<file path="config.mk">
export PLATFORM = sky130hd
export DESIGN_NAME = fmul
export DESIGN_NICKNAME = d
export VERILOG_FILES = /design/src/rtl/fmul_pkg.sv /design/src/rtl/fmul_round.sv /design/src/rtl/fmul.sv
export SDC_FILE = /design/constraint.sdc
export NUM_CORES = 1
export LEC_CHECK = 0
export ABC_AREA = 1
export BUFFER_PORTS_ARGS = -buffer_cell sky130_fd_sc_hd__buf_2
export CORE_MARGIN = 3
export CORE_UTILIZATION = 54
export DETAILED_ROUTE_END_ITERATION = 12
export PLACE_DENSITY = 0.89
export SLEW_MARGIN = 15
export SYNTH_ARGS = -nofsm -noshare
export SYNTH_HDL_FRONTEND = slang
export SYNTH_SLANG_ARGS = --single-unit
</file>
<file path="constraint.sdc">
create_clock -name clk -period 0.8 [get_ports clk]
set_input_delay 0.16 -clock clk [delete_from_list [all_inputs] [get_ports clk]]
set_output_delay 0.16 -clock clk [all_outputs]
set_load 0.02 [all_outputs]
</file>
<file path="src/rtl/fmul_pkg.sv">
// fmul_pkg: shared defaults, field widths and exception codes for the FloPoCo multiplier
package fmul_pkg;
  localparam int WE_DEF = 4;
  localparam int WF_DEF = 4;
  localparam int BIAS = (1 << (WE_DEF - 1)) - 1;
  localparam int WIDTH = WE_DEF + WF_DEF + 3;
  typedef enum logic [1:0] {
    EXN_ZERO   = 2'b00,
    EXN_NORMAL = 2'b01,
    EXN_INF    = 2'b10,
    EXN_NAN    = 2'b11
  } exn_e;
endpackage

</file>
<file path="src/rtl/fmul_round.sv">
// fmul_round: normalise the significand product, round to nearest even, classify exponent range
module fmul_round
  import fmul_pkg::*;
#(
  parameter int WE = WE_DEF,
  parameter int WF = WF_DEF
) (
  input  logic [2*WF+1:0]      prod_i,
  input  logic signed [WE+1:0] exp_i,
  output logic [1:0]           exn_o,
  output logic [WE-1:0]        exp_o,
  output logic [WF-1:0]        frac_o
);
  localparam logic signed [WE+1:0] EMAX = (WE + 2)'((1 << WE) - 1);
  logic msb, g, s, up, ovf, udf;
  logic [2*WF+1:0] norm;
  logic [WF-1:0] fr;
  logic [WF:0] sum;
  logic signed [WE+1:0] ef;
  // bring leading one to the top, round on guard/sticky, fold both carries into the exponent
  always_comb begin
    msb = prod_i[2*WF+1];
    norm = msb ? prod_i : {prod_i[2*WF:0], 1'b0};
    fr = norm[2*WF:WF+1];
    g = norm[WF];
    s = |norm[WF-1:0];
    up = g & (s | fr[0]);
    sum = {1'b0, fr} + {{WF{1'b0}}, up};
    ef = exp_i + $signed({{(WE + 1){1'b0}}, msb}) + $signed({{(WE + 1){1'b0}}, sum[WF]});
    ovf = ef > EMAX;
    udf = ef[WE+1];
    exn_o = ovf ? EXN_INF : udf ? EXN_ZERO : EXN_NORMAL;
    exp_o = (ovf | udf) ? '0 : ef[WE-1:0];
    frac_o = (ovf | udf) ? '0 : sum[WF-1:0];
  end
endmodule

</file>
<file path="src/rtl/fmul.sv">
// fmul: single-cycle FloPoCo-format floating-point multiplier with registered output
module fmul
  import fmul_pkg::*;
#(
  parameter int WE = WE_DEF,
  parameter int WF = WF_DEF
) (
  input  logic               clk,
  input  logic               reset,
  input  logic [WE+WF+2:0]   X,
  input  logic [WE+WF+2:0]   Y,
  output logic [WE+WF+2:0]   R
);
  localparam int W = WE + WF + 3;
  localparam int B = (1 << (WE - 1)) - 1;
  logic [1:0] xe, ye, rnd_exn, exn_d;
  logic sgn, nan, inf, zero;
  logic [2*WF+1:0] prod;
  logic signed [WE+1:0] esum;
  logic [WE-1:0] rnd_exp;
  logic [WF-1:0] rnd_frac;
  logic [W-1:0] r_d, r_q;
  assign xe = X[W-1:W-2];
  assign ye = Y[W-1:W-2];
  assign prod = {{(WF + 1){1'b0}}, 1'b1, X[WF-1:0]} * {{(WF + 1){1'b0}}, 1'b1, Y[WF-1:0]};
  assign esum = $signed({2'b00, X[WE+WF-1:WF]}) + $signed({2'b00, Y[WE+WF-1:WF]}) - $signed((WE + 2)'(B));
  fmul_round #(.WE(WE), .WF(WF)) u_round (
    .prod_i(prod),
    .exp_i (esum),
    .exn_o (rnd_exn),
    .exp_o (rnd_exp),
    .frac_o(rnd_frac)
  );
  // exception classes override the rounded normal result; special results carry empty fields
  always_comb begin
    sgn = X[W-3] ^ Y[W-3];
    nan = (xe == EXN_NAN) | (ye == EXN_NAN) | ((xe == EXN_ZERO) & (ye == EXN_INF)) | ((xe == EXN_INF) & (ye == EXN_ZERO));
    inf = (xe == EXN_INF) | (ye == EXN_INF);
    zero = (xe == EXN_ZERO) | (ye == EXN_ZERO);
    exn_d = nan ? EXN_NAN : inf ? EXN_INF : zero ? EXN_ZERO : rnd_exn;
    r_d = (exn_d == EXN_NORMAL) ? {exn_d, sgn, rnd_exp, rnd_frac} : {exn_d, sgn, {(WE + WF){1'b0}}};
  end
  // output register, cleared asynchronously so an in-flight result is dropped on reset
  always_ff @(posedge clk or negedge reset) begin
    if (!reset) r_q <= '0;
    else r_q <= r_d;
  end
  assign R = r_q;
endmodule

</file>
Yosys cells after proc, flatten, opt, wreduce, memory -nomap -nowiden --
Cells that the tools add are included.
Operators by class: eq/ne operators 5, magnitude comparators 1, reductions and logical operators 3, muxes and demuxes 9, add/sub/neg operators 5, multiply operators 1, bitwise logic cells 11
Operator list (count):
- $add A6 B2 Y6 | 2
- $mul A5 B5 Y10 | 1
- $mux W9 | 1
- $eq A2 B2 Y1 const B | 4
- $mux W2 | 4
- $mux W4 | 2
- $mux W8 | 1
- $or A1 B1 Y1 | 7
- $gt A6 B5 Y1 const B | 1
- $sub A5 B3 Y6 const B | 1
- $add A4 B1 Y5 | 1
- $add A4 B4 Y5 | 1
- $logic_not A2 Y1 | 2
- $reduce_or A4 Y1 | 1
- $and A1 B1 Y1 | 3
- $eq A2 B1 Y1 const B | 1
- $mux W1 | 1
- $xor A1 B1 Y1 | 1
Word-level totals: output and inout port bits 11, register bits after elaboration 11

Depth between registers and ports, before layout --
word-level depth 14, gate-level depth with buffers 30, gate-level depth less buffers 30

Hierarchy --
Synthesis repeated with hierarchy kept, for this count alone.
Unflattened totals: cell total of the unflattened synthesis 253, area total of the unflattened synthesis 1798.0 µm²
Modules (own cells, without submodules):
- fmul | instances 1, area an instance 1418.9 µm², cells an instance 185, sequential area each 275.3 µm²
- fmul_round | instances 1, area an instance 379.1 µm², cells an instance 68, sequential area each 0.0 µm²

Least setup slack after synthesis --
Ideal clock, no wire load.
path type input-to-reg, from in X[1], to reg r_q[0] (netlist: R[0]), arrival 4.965 ns, setup slack -4.236 ns, data required time 0.729 ns, setup time 0.071 ns, cell stages on the path 29, cells stage by stage nand2_1 -> inv_1 -> fa_1 -> inv_1 -> fa_1 -> fa_1 -> inv_1 -> ha_1 -> or2_4 -> nand3_2 -> nand2_2 -> nand2_2 -> nand2_2 -> nand2_2 -> nand2_4 -> nor2_4 -> ha_1 -> nand4_1 -> fa_1 -> fa_1 -> nand3b_1 -> nand2_1 -> xor2_1 -> nand2_1 -> o21ai_2 -> nand2_2 -> clkinv_1 -> o21ai_1 -> nor2_1
Between the ends: longest elaborated chain between the ends 14, elaborated cells on any way between the ends 18, those cells by class 3 x add/sub; 1 x mul; 1 x order compare; 1 x eq/ne; 8 x mux; 3 x bitwise; 1 x reduce/logical
Ends and longest elaborated chain:
- start: declaration | line fmul.sv:10 | input logic [WE+WF+2:0] X,
- $mul A5 B5 Y10 * | line fmul.sv:25 | assign prod = {{(WF + 1){1'b0}}, 1'b1, X[WF-1:0]} * {{(WF + 1){1'b0}}, 1'b1, Y[WF-1:0]};
- $mux W9 | line fmul_round.sv:23 | norm = msb ? prod_i : {prod_i[2*WF:0], 1'b0};
- $reduce_or A4 Y1 | line fmul_round.sv:26 | s = |norm[WF-1:0];
- $or A1 B1 Y1 | line fmul_round.sv:27 | up = g & (s | fr[0]);
- $and A1 B1 Y1 | line fmul_round.sv:27
- $add A4 B1 Y5 | line fmul_round.sv:28 | sum = {1'b0, fr} + {{WF{1'b0}}, up};
- $add A6 B2 Y6 * | line fmul_round.sv:29 | ef = exp_i + $signed({{(WE + 1){1'b0}}, msb}) + $signed({{(WE + 1){1'b0}}, sum[WF]});
- $gt A6 B5 Y1 / $mux W1 (equally long branches) | line fmul_round.sv:30, fmul_round.sv:32
- $mux W2 * | line fmul_round.sv:32 | exn_o = ovf ? EXN_INF : udf ? EXN_ZERO : EXN_NORMAL;
- $mux W2 * (3 in series) | line fmul.sv:40 | exn_d = nan ? EXN_NAN : inf ? EXN_INF : zero ? EXN_ZERO : rnd_exn;
- named net exn_d[0] | line fmul.sv:16 | logic [1:0] xe, ye, rnd_exn, exn_d;
- $eq A2 B1 Y1 * | line fmul.sv:41 | r_d = (exn_d == EXN_NORMAL) ? {exn_d, sgn, rnd_exp, rnd_frac} : {exn_d, sgn, {(WE + WF){1'b0}}};
- $mux W8 * | line fmul.sv:41
- named net r_d[0] | line fmul.sv:22 | logic [W-1:0] r_d, r_q;
- end signal: assignment | line fmul.sv:46 | else r_q <= r_d;
- end: declaration | line fmul.sv:22
Mark *: on every way through the listed nets, which the timed path passes. The rest lies on a longest branch.

Worst setup path after layout --
from in Y[3], to reg r_q[0] (netlist: R[0])
Between the ends: longest elaborated chain between the ends 14, elaborated cells on any way between the ends 18, those cells by class 3 x add/sub; 1 x mul; 1 x order compare; 1 x eq/ne; 8 x mux; 3 x bitwise; 1 x reduce/logical
Ends and longest elaborated chain:
- start: declaration | line fmul.sv:11 | input logic [WE+WF+2:0] Y,
- $mul A5 B5 Y10 * | line fmul.sv:25
- $mux W9 | line fmul_round.sv:23
- $reduce_or A4 Y1 | line fmul_round.sv:26
- $or A1 B1 Y1 | line fmul_round.sv:27
- $and A1 B1 Y1 | line fmul_round.sv:27
- $add A4 B1 Y5 | line fmul_round.sv:28
- $add A6 B2 Y6 | line fmul_round.sv:29
- $gt A6 B5 Y1 / $mux W1 (equally long branches) | line fmul_round.sv:30, fmul_round.sv:32
- $mux W2 | line fmul_round.sv:32
- $mux W2 (3 in series) | line fmul.sv:40
- $eq A2 B1 Y1 | line fmul.sv:41
- $mux W8 * | line fmul.sv:41
- named net r_d[0] | line fmul.sv:22
Marks and branches as above.

==> summary.txt <==
Global route
  – Pin count of the biggest net entering global routing: 12
  – Congestion Overflow GR: 0
  – First-pass GRT wire length: approximately 6.5 mm
  – Aggregate global-route resource usage: a little under a quarter
  – Initial antenna violation count: 0
  – Vias in the first global route: between 1500 and 2000

Synth
  – Top post-synthesis cells by area: ha_1 (18%), dfrtp_1 (16%), fa_1 (13%), inv_1 (12%), nand2_1 (9.9%)
  – Distinct cell type count after synthesis: 30
  – Count of warnings emitted by yosys: 0
  – Post-synth design cell area: between 1500 and 2000 um^2
  – Most instantiated library cell after synthesis: inv_1
  – Register area share after synthesis: between 10% and 20%
  – Synth top area share: 18.0%
  – Most used DFF post-synth: dfrtp_1
  – Post-Synthesis Net Count: around 280
  – Largest area contributor in the netlist: ha_1
  – Top cells by count, synth: inv_1 (52), nand2_1 (44), ha_1 (24)
  – FF+latch count, synth: 11
  – Proportion of register bits with asynchronous set or reset after synthesis: 100%
  – Post-synthesis instance total: 220
  – Avg Synthesized Cell Area: about 7.6 um^2
  – Number of enable-type register cells in the synthesized netlist: 0

Die
  – Die Footprint: approximately 3800 um^2
  – DIE HEIGHT: ~62 um
  – # IOs: 35
  – Chip width: around 60 um
  – Effective utilization at floorplan: approximately three fifths
  – Row count: 19
  – Floorplan core area: between 2000 and 3000 um^2

Setup path
  – Required time of the critical path: 1.02 ns
  – Critical path endpoint category: flip-flop
  – Crit path top cell by count: nand2_4
  – CP Class: input port to flip-flop
  – Top fanout value on the critical path: 7
  – Maximum cell stage delay along the critical path: between 0.5 and 0.6 ns
  – Slowest-stage cell, CP: fa_1
  – Kind of start point of the critical path: input port
  – Data arrival, critical path: ~5 ns

Clock network
  – Clock Sink Count: 11
  – Buffer type at the clock tree root: clkbuf_4
  – Number of buffers added by the clock tree synthesis step: 3
  – TritonCTS clock tree: yes
  – Register clock-pin slew on the reported worst setup and hold paths: 0.06 ns
  – H-tree depth: 1
  – Clock tree buffer depth: 2

Run status
  – Violated checks: setup timing
  – Run status: finished, violations left

STA
  – Slew at the pin with the worst max-slew slack: 0.293 ns
  – Final max-slew violation count: 0
  – Count of final hold-check violations: 0
  – Normalized max-slew margin: ~80%
  – Final critical-path share of the clock period: 598%
  – RSZ-0062 raised after global routing: yes
  – Total setup violations reported at the end of the flow: 21
  – Final critical-path setup slack: -3.99 ns
  – Max frequency: roughly 210 MHz
  – Post-route minimum period: ~4.8 ns

Final layout
  – Final core occ: around 88%
  – Design Area, Final: between 2000 and 3000 um^2
  – Antenna cells: 0
  – Ratio of cells with drive above 1 in the final layout: 43.0%
  – Final layout net count: between 300 and 400
  – Final-layout fill cell count: ~150
  – P&R area growth vs syn: 49.7%
  – Flip-flop count of the largest register, all copies and words added: 11

Power and ir drop
  – Part of the power in registers: a little over an eighth
  – Fraction of power consumed by the clock network: 8.5%
  – Power Total: between 4 and 5 mW
  – Sw Ratio: between 40% and 50%
  – PwrDens: 1940 nW/um^2
  – Static leakage: 1.45 nW
  – Power spent charging and discharging nets: about 2.3 mW
  – Combinational Power Share: about four fifths
  – Internal power: 2.60 mW
  – IR Drop Worst-Case VDD: between 0.9 and 1 mV

Detailed routing
  – Remaining number of nets flagged by the antenna check after routing: 0
  – DRC violation count after routing: 0
  – Number of DRC markers in iteration 0: between 70 and 80
  – DRT Wirelength: between 4 and 5 mm
  – Number of detailed-route iterations in the first pass: 4
  – Via density per instance: 5.15
  – Routed length per instance: around 15 um
  – Via total after detailed routing: roughly 1700

Placed design
  – Dpl cell area: 2230 um^2
  – Final weighted congestion in routability-driven placement: approximately 0.78
  – Total half-perimeter wirelength after legalization and detailed placement: about 3.2 mm
  – Port Buffers: 34

Hold path
  – Hold crit path type: input port to flip-flop

Run
  – Total of max-cap violations: 0
-- cell type report --
class                   instances  area [um^2]  area share [%]
flip-flops and latches         11          275            11.0
repair buffers                 76          586            23.4
clock buffers                   4         26.3            1.05
well taps                      31         38.8            1.55
multi-input cells             156         1380            55.0
inverters                      53          201            8.05
-- critical path, delay by kind of cell --
kind / cells / cell delay, ns
compound gates: 1 / 0.06
simple gates: 16 / 1.73
fa+ha+maj: 7 / 2.58
xor+xnor: 1 / 0.16
buf+inv: 5 / 0.30
-- power by group through the flow --
| stage | registers, mW | logic [mW] | clock network, mW |
|---|---|---|---|
| after floorplan | 0.697 | 2.06 | 0 |
| after global placement | 0.625 | 3.12 | 0 |
| after detailed placement | 0.626 | 3.28 | 0 |
| after CTS | 0.629 | 3.46 | 0.390 |
| after global routing | 0.638 | 4.17 | 0.440 |
| final | 0.632 | 3.82 | 0.413 |
-- path summary, 6_finish.rpt --
kind,from,to,slack [ns],depth (start not counted)
setup / recovery,Y[3],R[0],-3.99,30
hold / removal,X[8],R[8],0.06,2
min in group asynchronous,reset,R[5],0.26,2
max in group asynchronous,reset,R[8],0.33,2
-- stage by stage --
step | instances | setup WS, ns | setup TNS, ns | hold WS, ns
2_1_floorplan | 220 | -4.04 | -39.17 | -0.136
3_3_place_gp | 322 | -4.21 | -40.93 | 0.0250
3_5_place_dp | 322 | -4.37 | -42.46 | 0.0255
4_1_cts | 328 | -4.03 | -40.63 | 0.0587
5_1_grt | 331 | -4.22 | -42.80 | 0.0665
6_report | 331 | -3.99 | -40.57 | 0.0586
-- routing by layer --
| layer | wire (um) | GRT usage (%) | share of wire [%] |
|---|---|---|---|
| met2 | 2960 | 51.0 | 61 |
| met3 | 146 | 1.89 | 3.0 |
| met1 | 1660 | 21.1 | 34 |
| met4 | 121 | 8.48 | 2.5 |
| met5 | 0 | 0 | 0 |
-- kinds of logic after synthesis --
family | share of synthesized area [%]
AND/OR/NAND/NOR | 31.4
adder cells (fa/ha/maj) | 31.1
buffers and inverters | 11.9
flip-flops | 16.5
XOR/XNOR | 2.62
AO/OA/AOI/OAI | 6.51
-- layout by cell type (no fill, tap or decap), types with 2 or more instances in the layout --
cell type | Yosys | routed
inv_1 | 52 | 48
buf_4 | 0 | 41
nand2_1 | 44 | 40
ha_1 | 24 | 19
buf_2 | 0 | 19
buf_6 | 0 | 14
nand2_4 | 7 | 12
dfrtp_1 | 11 | 11
nor2_1 | 13 | 10
nand2_2 | 10 | 9
fa_1 | 11 | 9
nand3_1 | 11 | 8
a21oi_1 | 6 | 6
ha_4 | 0 | 5
inv_2 | 0 | 4
nor2_2 | 2 | 3
nand3_4 | 0 | 3
nand3b_1 | 3 | 3
nor2_4 | 1 | 3
nand4_1 | 3 | 3
xor2_1 | 4 | 3
clkbuf_4 | 0 | 3
nand3_2 | 2 | 2
o21ai_1 | 2 | 2
o211ai_1 | 2 | 2
fa_2 | 0 | 2
-- timing repair --
item / in CTS / in global routing
hold endpoints to repair: 11 / 0
buffers inserted: 1 / 3
hold buffers: 1 / 0
pin swaps: 15 / 6
gates resized for setup: 31 / 19
endpoints found under the setup margin: 21 / 21
(Power assumes the default switching activity.)
